$ cat src/rtl/lcd_pixel_pump_if.sv
// Upstream pixel stream: valid/ready handshake carrying a pixel and its start-of-frame flag.
interface lcd_pixel_pump_if #(
    parameter int unsigned DATA_WIDTH = 24
);
    logic                  in_valid;
    logic                  in_ready;
    logic [DATA_WIDTH-1:0] in_data;
    logic                  in_sof;

    modport master (output in_valid, in_data, in_sof, input in_ready);
    modport slave  (input in_valid, in_data, in_sof, output in_ready);
endinterface

$ cat src/rtl/lcd_pixel_pump.sv
// Panel pixel pump: buffers an upstream pixel stream, aligns it to frame boundaries
// and drives one pixel per data_en cycle, reporting starvation, misalignment and drops.
module lcd_pixel_pump #(
    parameter int unsigned           DATA_WIDTH = 24,
    parameter int unsigned           DEPTH      = 16,
    parameter int unsigned           H_ACTIVE   = 1024,
    parameter int unsigned           V_ACTIVE   = 600,
    parameter logic [DATA_WIDTH-1:0] IDLE_COLOR = '0
) (
    input  logic                  clock,
    input  logic                  reset_L,
    input  logic                  en,
    lcd_pixel_pump_if.slave       pix,
    input  logic                  frame_start,
    input  logic                  data_en,
    output logic [DATA_WIDTH-1:0] rgb,
    output logic                  rgb_de,
    output logic                  underflow,
    output logic                  misalign,
    output logic                  frame_drop,
    output logic [$clog2(DEPTH):0] level
);
    localparam int unsigned AW = $clog2(DEPTH);
    localparam int unsigned LW = AW + 1;
    localparam int unsigned XW = (H_ACTIVE > 1) ? $clog2(H_ACTIVE) : 1;
    localparam int unsigned YW = (V_ACTIVE > 1) ? $clog2(V_ACTIVE) : 1;
    localparam logic [XW-1:0] X_LAST = XW'(H_ACTIVE - 1);
    localparam logic [YW-1:0] Y_LAST = YW'(V_ACTIVE - 1);

    typedef enum logic [1:0] {ALIGN, ARMED, STREAM} state_t;

    logic [DATA_WIDTH:0]   mem [DEPTH];
    logic [AW-1:0]         wr_ptr;
    logic [AW-1:0]         rd_ptr;
    logic                  ready_q;
    logic                  empty;
    logic                  head_sof;
    logic [DATA_WIDTH-1:0] head_data;
    logic                  push;
    logic                  pop;

    state_t                state;
    logic                  starved;
    logic [XW-1:0]         x;
    logic [YW-1:0]         y;
    logic                  stream_cyc;
    logic                  at_origin;
    logic                  mid_sof;
    logic                  pop_stream;
    logic                  underflow_c;
    logic                  misalign_c;

    assign empty        = (level == '0);
    assign head_sof     = mem[rd_ptr][DATA_WIDTH];
    assign head_data    = mem[rd_ptr][DATA_WIDTH-1:0];
    assign pix.in_ready = ready_q && (level != LW'(DEPTH));
    assign push         = pix.in_valid && pix.in_ready;

    assign stream_cyc  = en && (state == STREAM) && data_en;
    assign at_origin   = (x == '0) && (y == '0);
    assign mid_sof     = head_sof && !at_origin;
    assign underflow_c = stream_cyc && empty;
    // A mid-frame sof is reported once; later cycles of the frame are plain starved idles.
    assign misalign_c  = stream_cyc && !empty && mid_sof && !starved;
    assign pop_stream  = stream_cyc && !empty && !mid_sof && !starved;
    assign pop         = (en && (state == ALIGN) && !empty && !head_sof) || pop_stream;

    // Storage array, no reset needed: occupancy is tracked by the pointers.
    always_ff @(posedge clock) begin
        if (push) mem[wr_ptr] <= {pix.in_sof, pix.in_data};
    end

    // FIFO pointers and occupancy.
    always_ff @(posedge clock or negedge reset_L) begin
        if (!reset_L) begin
            wr_ptr  <= '0;
            rd_ptr  <= '0;
            level   <= '0;
            ready_q <= 1'b0;
        end else begin
            ready_q <= 1'b1;
            if (push) wr_ptr <= wr_ptr + AW'(1);
            if (pop)  rd_ptr <= rd_ptr + AW'(1);
            level <= level + LW'(push) - LW'(pop);
        end
    end

    // Frame FSM, raster position and registered panel outputs.
    always_ff @(posedge clock or negedge reset_L) begin
        if (!reset_L) begin
            state      <= ALIGN;
            starved    <= 1'b0;
            x          <= '0;
            y          <= '0;
            rgb        <= '0;
            rgb_de     <= 1'b0;
            underflow  <= 1'b0;
            misalign   <= 1'b0;
            frame_drop <= 1'b0;
        end else begin
            rgb_de     <= data_en;
            rgb        <= pop_stream ? head_data : IDLE_COLOR;
            underflow  <= underflow_c;
            misalign   <= misalign_c;
            frame_drop <= en && frame_start && (state != ARMED);
            if (en) begin
                case (state)
                    ALIGN: begin
                        if (!empty && head_sof) state <= ARMED;
                    end
                    ARMED: begin
                        if (frame_start) begin
                            x     <= '0;
                            y     <= '0;
                            state <= STREAM;
                        end
                    end
                    STREAM: begin
                        if (data_en) begin
                            if (underflow_c || misalign_c) starved <= 1'b1;
                            if (x == X_LAST) begin
                                x <= '0;
                                if (y == Y_LAST) begin
                                    y       <= '0;
                                    starved <= 1'b0;
                                    state   <= ALIGN;
                                end else begin
                                    y <= y + YW'(1);
                                end
                            end else begin
                                x <= x + XW'(1);
                            end
                        end
                    end
                    default: state <= ALIGN;
                endcase
            end
        end
    end
endmodule

$ cat src/flat_wrapper.sv
// flat-port wrapper written by rule: the top's interface ports become plain ports
module lcd_pixel_pump_flat 
#(
    parameter int unsigned           DATA_WIDTH = 24,
    parameter int unsigned           DEPTH      = 16,
    parameter int unsigned           H_ACTIVE   = 1024,
    parameter int unsigned           V_ACTIVE   = 600,
    parameter logic [DATA_WIDTH-1:0] IDLE_COLOR = '0
)
  (clock, reset_L, en, frame_start, data_en, rgb, rgb_de, underflow, misalign, frame_drop, level, pix_in_valid, pix_in_data, pix_in_sof, pix_in_ready);
  lcd_pixel_pump_if #(.DATA_WIDTH(DATA_WIDTH)) pix_i ();
  input  logic clock;
  input  logic reset_L;
  input  logic en;
  input  logic frame_start;
  input  logic data_en;
  output logic [DATA_WIDTH-1:0] rgb;
  output logic rgb_de;
  output logic underflow;
  output logic misalign;
  output logic frame_drop;
  output logic [$clog2(DEPTH):0] level;
  input wire logic [$bits(pix_i.in_valid)-1:0] pix_in_valid;
  input wire logic [$bits(pix_i.in_data)-1:0] pix_in_data;
  input wire logic [$bits(pix_i.in_sof)-1:0] pix_in_sof;
  output wire logic [$bits(pix_i.in_ready)-1:0] pix_in_ready;
  assign pix_i.in_valid = pix_in_valid;
  assign pix_i.in_data = pix_in_data;
  assign pix_i.in_sof = pix_in_sof;
  assign pix_in_ready = pix_i.in_ready;
  lcd_pixel_pump #(.DATA_WIDTH(DATA_WIDTH), .DEPTH(DEPTH), .H_ACTIVE(H_ACTIVE), .V_ACTIVE(V_ACTIVE), .IDLE_COLOR(IDLE_COLOR)) u_core (.clock(clock), .reset_L(reset_L), .en(en), .pix(pix_i), .frame_start(frame_start), .data_en(data_en), .rgb(rgb), .rgb_de(rgb_de), .underflow(underflow), .misalign(misalign), .frame_drop(frame_drop), .level(level));
endmodule
$ cat config.mk
export PLATFORM = sky130hd
export DESIGN_NAME = lcd_pixel_pump_flat
export DESIGN_NICKNAME = d
export VERILOG_FILES = /design/src/rtl/lcd_pixel_pump_if.sv /design/src/rtl/lcd_pixel_pump.sv /design/src/flat_wrapper.sv
export SDC_FILE = /design/constraint.sdc
export NUM_CORES = 1
export LEC_CHECK = 0
export ABC_AREA = 1
export BUFFER_PORTS_ARGS = -buffer_cell sky130_fd_sc_hd__buf_2
export CORE_ASPECT_RATIO = 1.75
export CORE_UTILIZATION = 50
export DETAILED_ROUTE_END_ITERATION = 16
export PLACE_DENSITY = 0.66
export SYNTH_ARGS = -nofsm -noshare
export SYNTH_HDL_FRONTEND = slang
export SYNTH_SLANG_ARGS = --single-unit
$ cat constraint.sdc
create_clock -name clock -period 3.4 [get_ports clock]
set_clock_uncertainty 0.1 [all_clocks]
set_input_delay 0.68 -clock clock [delete_from_list [all_inputs] [get_ports clock]]
set_output_delay 0.68 -clock clock [all_outputs]
set_load 0.01 [all_outputs]
Word-level counts from Yosys, hierarchy flattened
Memory sizes are Yosys's and may differ from the RTL's.
Cells that the tools add are included.
Widths: inputs -> output; s select.
{"block": "totals", "word_cells": 85, "n_memories": 1, "out_inout_bits": 34, "ram_bits": 400, "register_bits": 65, "input_bits": 31}
{"block": "classes", "add_sub_neg": 6, "n_mux": 20, "reduce_logical": 34, "n_eq_ne": 11}
{"memory": "u_core.mem", "depth": 16, "width": 25, "rd": 1, "rd_ports_with_merged_regs": 0, "wr": 1, "line_no": "lcd_pixel_pump.sv:32", "text": "logic [DATA_WIDTH:0] mem [DEPTH];"}
{"cell": "$mux 10", "count": 6}
{"cell": "$pmux 10 s2", "count": 2}
{"cell": "$mux 24", "count": 1}
{"cell": "$add 10x1->10 const B", "count": 2}
{"cell": "$eq 10x10->1 const B", "count": 2}
{"cell": "$logic_not 10->1", "count": 2}
{"cell": "$logic_and 1x1->1", "count": 18}
{"cell": "$mux 2", "count": 5}
{"cell": "$ne 2x2->1 const B", "count": 5}
{"cell": "$add 4x1->4 const B", "count": 2}
{"cell": "$pmux 2 s3", "count": 1}
{"cell": "$reduce_and 6->1", "count": 1}
{"cell": "$add 5x1->5", "count": 1}
{"cell": "$logic_not 1->1", "count": 5}
{"cell": "$logic_not 5->1", "count": 1}
{"cell": "$mux 1", "count": 5}
{"cell": "$ne 5x5->1 const B", "count": 1}
{"cell": "$reduce_and 5->1", "count": 1}
{"cell": "$sub 5x1->5", "count": 1}
{"cell": "$reduce_and 4->1", "count": 1}
{"cell": "$reduce_and 3->1", "count": 1}
{"cell": "$eq 2x1->1 const B", "count": 1}
{"cell": "$eq 2x2->1 const B", "count": 1}
{"cell": "$logic_not 2->1", "count": 1}
{"cell": "3 further kinds", "count": 4}

Longest topological paths before layout
Gate-level depths: netlist of run 1.
{"block": "logic_depth", "depth_word": 10, "depth_mapped": 18, "depth_no_buf": 18}

Worst setup path before layout of run 1
No wires, ideal clock.
{"block": "synth_path", "kind": "register -> register", "start": "reg u_core.level[3]", "end": "reg u_core.level[4]", "t_required_ns": 3.221, "n_path_buf": 0, "arrival_ns": 2.693, "setup_ns": 0.079, "period_less_slack_ns": 2.873, "stages_incl_launch_ff": 18, "path_slack_ns": 0.527, "path_cell_list": "dfrtp_1 -> inv_1 -> ha_1 -> nand3_1 -> nor2_1 -> inv_1 -> nand3_1 -> inv_1 -> nand2_1 -> nand2_2 -> ha_1 -> inv_1 -> ha_1 -> fa_1 -> a21oi_1 -> nor2_1 -> nor2_1 -> xor2_1"}
{"block": "synth_via", "elab_chain_cells": 7, "elab_cells_between_ends": 13, "cone_classes": "2 x add/sub; 1 x eq/ne; 10 x reduce/logical"}
{"element": "start: declaration", "line_no": "lcd_pixel_pump.sv:21", "text": "output logic [$clog2(DEPTH):0] level"}
{"element": "start signal: assignment", "line_no": "lcd_pixel_pump.sv:84", "text": "level <= level + LW'(push) - LW'(pop);"}
{"element": "parallel branches: the longest is 6 deep, another holds $add 5x1->5"}
{"element": "$sub 5x1->5 (*)", "line_no": "lcd_pixel_pump.sv:84"}
Mark *: on every way between the ends.
A chain may end at the register's enable or synchronous reset.

Final worst setup path of run 1
{"block": "layout_path", "start": "reg u_core.level[2]", "end": "reg u_core.level[4]"}
Same word-level chain as after synthesis.

==> results.json, run 1 <==
{
  "rsz0062_at_grt": "false",
  "cts_htree_levels": 2,
  "clk_path_buf_depth": 3,
  "drt_iter0_drc": 1127,
  "outcome": "finished, final reports clean",
  "synth-seq-area-share_pct": 71.9,
  "cpPeakStageDelay_ns": 0.43,
  "yosysMostFrequentCell": "nand2_1",
  "reg2reg_to": "u_core.level[4]$_DFF_PN0_",
  "max-vdd-ir-drop_mv": 0.554,
  "final_cells": 2172,
  "dp_cells": 2095,
  "timing.fmax_mhz": 331,
  "synth_edf_count": 400,
  "yosysWarnings": 0,
  "drt-pass1-iter-count": 5,
  "worst-r2r-cell-count": 17,
  "fin_nets": 1706,
  "powerDensity_mw_per_mm2": 757,
  "synth_area_leader_cell": "edfxtp_1",
  "cts-buffers-inserted": 42,
  "hold_viol": 0,
  "max_cap_viol_count": 0,
  "synth_nets": 1647,
  "post_synth_most_frequent_cells": "nand2_1, edfxtp_1, nand3_1, dfrtp_1, inv_1",
  "synth_compound_area_share_pct": 2.94,
  "hpwl_um": 24300,
  "wl_per_cell_um": 20.8,
  "dieArea_sq_mm": 0.0387,
  "clock_sinks": 465,
  "hp-start": "data_en",
  "netlist_instances": 1600,
  "post_cts_hold_buffer_count": 0,
  "start_kind": "flop",
  "cpMostUsedCell": "inv_1",
  "crit_chain": "inv_1 > ha_1 > nand3_1 > nor2_2 > inv_1 > nand3_1 > inv_1 > nand2_1 > nand2_2 > ha_1 > inv_1 > ha_1 > fa_1 > a21oi_1 > nor2_1 > nor2_1 > xor2_1",
  "insertion_delay_ns": 0.55,
  "track_usage_pct": 23.6,
  "async_flop_share_pct": 14.0,
  "hp-class": "in2reg",
  "synth_seq_cells": 465,
  "coreArea_sq_mm": 0.0375,
  "cts_tree": "built",
  "grt_first_pass_wirelength_um": 67400,
  "worst-setup-path-type": "reg2reg",
  "grt_pass1_vias": 11972,
  "cp_slowest_cell": "fa_1",
  "synth-xor-area-share_pct": 0.739,
  "arrival_ns": 3.40,
  "hold_path_end": "u_core.rgb_de$_DFF_PN0_",
  "synthMuxAreaShare_pct": 0,
  "setup_viol": 0,
  "synth_simple_gate_area_share_pct": 19.8,
  "drc": 0,
  "yosysTopAreaCellShare_pct": 63.3,
  "io_pins": 65,
  "ys_types": 35,
  "place_congestion": 0.879,
  "drt-total-wl_um": 45100,
  "vias": 12318,
  "syn_area_sq_mm": 0.0190,
  "ant_nets": 0,
  "cp_data_required_time_ns": 3.77,
  "hold_path_depth": 1,
  "synthToLayoutAreaGrowth_pct": 12.3,
  "fp.dieH_um": 260,
  "synth_top_family_by_area": "simple AND/OR/NAND/NOR gates",
  "r2r_slack_ns": 0.37,
  "fin_area_sq_mm": 0.0213,
  "grt_max_degree": 73,
  "rr_startpoint": "u_core.level[2]$_DFF_PN0_",
  "via_per_inst": 5.67,
  "finalCriticalPeriod_ns": 3.03,
  "timing.final.crit_share_pct": 89.0,
  "path_max_fanout": 5,
  "syn_avg_cell_area_sq_um": 11.9,
  "antenna_found_initial": 3,
  "synth_fa_ha_area_share_pct": 1.10,
  "maxSlewViolCount": 0,
  "dpl_cell_area_sq_mm": 0.0199,
  "die_w_um": 149,
  "root_buffer": "clkbuf_16",
  "hold_ws_ns": 0.174,
  "p_leak_nw": 8.10,
  "fin_tns_setup_ns": 0,
  "grt_overflow_total": 0,
  "ys.flop_type": "edfxtp_1",
  "start_util_pct": 50.5,
  "crit_path_end_kind": "flop",
  "clkTransAtPathRegs_ns": 0.06,
  "layout-drive-gt1-share_pct": 12.8,
  "relSlewSlack_pct": 33.0,
  "row_count": 94,
  "io_buffers": 64,
  "netlist_top_cells_area": "edfxtp_1, nand2_1, dfrtp_1",
  "worstMarginPinSlew_ns": 1.01,
  "final_util_pct": 56.7
}
## cells by family (layout without fill, tap and decap cells)
| kind of cell | count (synthesis) | count (layout) |
|---|---|---|
| simple gates | 853 | 853 |
| flops | 465 | 465 |
| buf+inv | 149 | 239 |
| compound gates | 100 | 100 |
| fa+ha+maj | 16 | 16 |
| xor+xnor | 16 | 16 |
| other cells | 1 | 3 |
## routing by layer
metal	track usage [%]	share of wire, %	vias to the layer above
met5	0	0.018	-
met4	10.2	3.3	2
met3	3.07	5.2	99
met2	43.1	53	408
met1	27.5	39	6111
li1	-	-	5698
## flip-flops by register name, indices dropped and copies added, names as in the netlist, 2 cells and up
signal,cells
u_core.level,5
u_core.mem,400
u_core.x,10
u_core.y,10
u_core.rgb,24
u_core.rd_ptr,4
u_core.state,2
u_core.wr_ptr,4
## layout make-up
class                   instances  area, sq um
well taps                     480          601
diodes                          2         5.00
flip-flops and latches        465        13600
clock buffers                  58         1150
inverters                      63          244
multi-input cells             986         4780
fillers                      2981        16200
clock inverters                17          209
repair buffers                101          651
## critical path, delay by kind of cell (launching register included)
kind / cells / cell delay, ns
AO/OA/AOI/OAI: 1 / 0.16
flip-flops: 1 / 0.40
AND/OR/NAND/NOR: 7 / 0.76
adder cells (fa/ha/maj): 4 / 1.10
XOR/XNOR: 1 / 0.16
buffers and inverters: 4 / 0.26
## layout by cell type (no fill, tap or decap), types with 24 or more instances in the layout
master     instances
nand2_1          489
edfxtp_1         400
nand3_1          271
buf_2             63
dfrtp_1           62
inv_1             53
a21oi_1           42
clkbuf_16         42
buf_4             34
a31oi_1           33
nor2_1            24
## power breakdown
| group | total [W] | switching (W) | internal [W] |
|---|---|---|---|
| Clock | 0.00470 | 0.00202 | 0.00269 |
| Sequential | 0.00679 | 0.000197 | 0.00660 |
| Combinational | 0.00463 | 0.00331 | 0.00132 |
## worst max-delay path by stage
stage	startpoint	to	slack, ns
2_1_floorplan	u_core.level[3]$_DFF_PN0_	u_core.level[4]$_DFF_PN0_	0.53
3_3_place_gp	u_core.level[3]$_DFF_PN0_	u_core.level[4]$_DFF_PN0_	0.28
3_5_place_dp	u_core.level[3]$_DFF_PN0_	u_core.level[4]$_DFF_PN0_	0.26
4_1_cts	u_core.level[2]$_DFF_PN0_	u_core.level[4]$_DFF_PN0_	0.23
5_1_grt	u_core.level[3]$_DFF_PN0_	u_core.level[4]$_DFF_PN0_	0.04
6_report	u_core.level[2]$_DFF_PN0_	u_core.level[4]$_DFF_PN0_	0.37
## what timing repair did
item                                   4_1_cts  5_1_grt
resized for setup                            0        1
endpoints found under the hold margin        0        0
setup buffers                                0        0
setup endpoints to repair                    0        1
## through the flow
step / total power (W) / worst slack (ns)
2_1_floorplan: 0.0102 / 0.527
3_3_place_gp: 0.0114 / 0.283
3_5_place_dp: 0.0115 / 0.262
4_1_cts: 0.0162 / 0.234
5_1_grt: 0.0169 / 0.0414
6_report: 0.0161 / 0.375
Power figures use the tool's default switching activity.
==> run 2, diff against run 1 <==
- ABC_AREA: 1 -> default
- PLACE_DENSITY: 0.66 -> 0.67
==> run 2 against run 1 <==
Compared with the run above:
- worst setup slack got worse by 0.16 ns
- synthesized cell count fell by 46%
- sequential share of layout area rose by 1.3 points
- cell count fell by 32%
- wire length fell by 17%
- largest cell class unchanged
- critical endpoint unchanged
==> results.json, run 2 <==
{
  "outcome": "finished, final reports clean",
  "drt-pass1-iter-count": 5,
  "fin_tns_setup_ns": 0,
  "ys_types": 54,
  "netlist_top_cells_area": "edfxtp_1, mux4_2, dfrtp_1",
  "netlist_instances": 865,
  "synth_nets": 912,
  "finalPower_w": 0.0157,
  "maxSlewViolCount": 0,
  "crit_buf_inv": 2,
  "fin_nets": 1026,
  "grt_max_degree": 100,
  "cpPeakStageDelay_ns": 0.54,
  "antenna_found_initial": 1,
  "crit_path_end_kind": "flop",
  "cts_tree": "built",
  "timing.fmax_mhz": 314,
  "fp.dieH_um": 254,
  "grt_first_pass_wirelength_um": 56100,
  "io_buffers": 64,
  "clk_path_buf_depth": 3,
  "syn_area_sq_mm": 0.0182,
  "cts_htree_levels": 2,
  "vias": 8664,
  "drt_iter0_drc": 541,
  "p_int_w": 0.0115,
  "arrival_ns": 3.55,
  "hold_ws_ns": 0.175,
  "synth_edf_count": 400,
  "grt_overflow_total": 0,
  "final_util_pct": 58.1,
  "path_max_fanout": 10,
  "max-vdd-ir-drop_mv": 0.478,
  "dp_cells": 1407,
  "ant_nets": 0,
  "layout_commonest_cell": "edfxtp_1",
  "async_flop_share_pct": 14.0,
  "yosysWarnings": 0,
  "start_kind": "flop",
  "worst-setup-path-type": "reg2reg",
  "max_cap_viol_count": 0,
  "powerDensity_mw_per_mm2": 751,
  "post_cts_hold_buffer_count": 0,
  "coreArea_sq_mm": 0.0359,
  "power_frac_clock_pct": 30.4,
  "die_w_um": 146,
  "post_synth_most_frequent_cells": "edfxtp_1, mux4_2, dfrtp_1, nor2_1, o21ai_0",
  "cts-buffers-inserted": 40,
  "hpwl_um": 21800,
  "relSlewSlack_pct": 26.7,
  "regMostFlops": "u_core.mem",
  "layout_common_cells": "edfxtp_1, mux4_2, buf_2",
  "drt-total-wl_um": 37300,
  "cts_setup_buffers": 0,
  "wl_per_cell_um": 25.2,
  "final_cells": 1481,
  "hold_viol": 0,
  "worstMarginPinSlew_ns": 1.10,
  "synth-seq-area-share_pct": 75.0,
  "p_seq_share_pct": 43.8,
  "cts_resized": 0,
  "place_congestion": 0.778,
  "diodes": 0,
  "hp-class": "in2async",
  "ys.flop_type": "edfxtp_1",
  "finalCriticalPeriod_ns": 3.18,
  "cp_data_required_time_ns": 3.77,
  "insertion_delay_ns": 0.55,
  "via_per_inst": 5.85,
  "cp_slowest_cell": "dfrtp_4",
  "reg_top3": "u_core.mem: 400 flops, u_core.rgb: 24 flops",
  "clkTransAtPathRegs_ns": 0.07,
  "clock_sinks": 465,
  "row_count": 92,
  "layout-drive-gt1-share_pct": 33.7,
  "timing.final.crit_share_pct": 93.5,
  "path_delay_family": "multiplexers",
  "io_pins": 65,
  "root_buffer": "clkbuf_16",
  "synth_area_leader_cell": "edfxtp_1",
  "power_switching_w": 0.00421,
  "yosysMostFrequentCell": "edfxtp_1",
  "syn_avg_cell_area_sq_um": 21.0,
  "synthToLayoutAreaGrowth_pct": 14.8,
  "swShare_pct": 26.9,
  "drc": 0,
  "start_util_pct": 50.6,
  "setup_viol": 0,
  "grt_pass1_vias": 9127,
  "dieArea_sq_mm": 0.0372,
  "crit_chain": "mux2_1 > mux4_2 > mux2i_4 > o21ai_2 > inv_1 > ha_1 > inv_1 > ha_1 > fa_1 > a21oi_1 > nor2_1 > nor2_1 > xnor2_1",
  "synth_seq_cells": 465,
  "p_leak_nw": 7.06,
  "largest_reg_flops": 400,
  "yosysTopAreaCellShare_pct": 66.1,
  "track_usage_pct": 20.8,
  "p_comb_share_pct": 25.8
}
[run 2: path summary, 6_finish.rpt]
| kind | slack [ns] | end | start | cells past startpoint |
|---|---|---|---|---|
| min in group clock | 0.20 | u_core.rgb_de$_DFF_PN0_ | data_en | 1 |
| max in group asynchronous | 2.30 | u_core.rd_ptr[0]$_DFFE_PN0N_ | reset_L | 1 |
| max | 0.22 | u_core.level[4]$_DFF_PN0_ | u_core.rd_ptr[0]$_DFFE_PN0N_ | 13 |
| min | 0.18 | u_core.y[0]$_DFFE_PN0P_ | reset_L | 1 |
| min reg2reg | 0.43 | u_core.y[5]$_DFFE_PN0P_ | u_core.y[5]$_DFFE_PN0P_ | 1 |
| max reg2reg | 0.22 | u_core.level[4]$_DFF_PN0_ | u_core.rd_ptr[0]$_DFFE_PN0N_ | 13 |
[run 2: through the flow]
stage / cell area, sq um / worst slack, ns
after global placement: 19500 / 0.0879
after CTS: 20800 / 0.0367
after detailed placement: 19500 / 0.0728
final: 20900 / 0.220
after global routing: 20900 / -0.0147
after floorplan: 18200 / 0.140
[run 2: worst register-to-register path, cell delays in order, from the launching register on]
cell and delay [ns]:
dfrtp_4 0.54, mux2_1 0.33, mux4_2 0.52, mux2i_4 0.18
o21ai_2 0.11, inv_1 0.08, ha_1 0.12, inv_1 0.04
ha_1 0.21, fa_1 0.43, a21oi_1 0.16, nor2_1 0.05
nor2_1 0.10, xnor2_1 0.13
[run 2: kinds of logic (layout without fill, tap and decap cells)]
family	count (synthesis)	in the layout	synth area share, %
flip-flops	465	465	75.0
multiplexers	133	133	15.9
AND/OR/NAND/NOR	129	129	3.96
AO/OA/AOI/OAI	58	58	2.18
buffers and inverters	52	198	1.30
adder cells (fa/ha/maj)	16	16	1.14
XOR/XNOR	11	11	0.530
other	1	1	0.0206
[run 2: final cells by class]
type,instances,area (sq um)
Timing Repair Buffer,108,728
Fill cell,2620,15000
Multi-Input combinational cell,348,4480
Sequential cell,465,13600
Clock inverter,20,269
Clock buffer,54,1100
Inverter,16,60.1
Tap cell,470,588
[run 2: per-layer routing]
metal	part of all wire (%)	global-route usage, %	vias to the layer above
li1	-	-	3756
met1	38	25.1	4606
met2	55	38.0	239
met3	4.0	2.90	61
met4	2.8	7.68	2
met5	0.027	0	-
[run 2: power by group through the flow]
stage          Clock, W  Combinational [W]  Sequential [W]
3_3_place_gp          0            0.00408         0.00696
3_5_place_dp          0            0.00412         0.00698
2_1_floorplan         0            0.00309         0.00687
5_1_grt         0.00507            0.00438         0.00690
6_report        0.00476            0.00405         0.00686
4_1_cts         0.00486            0.00414         0.00686
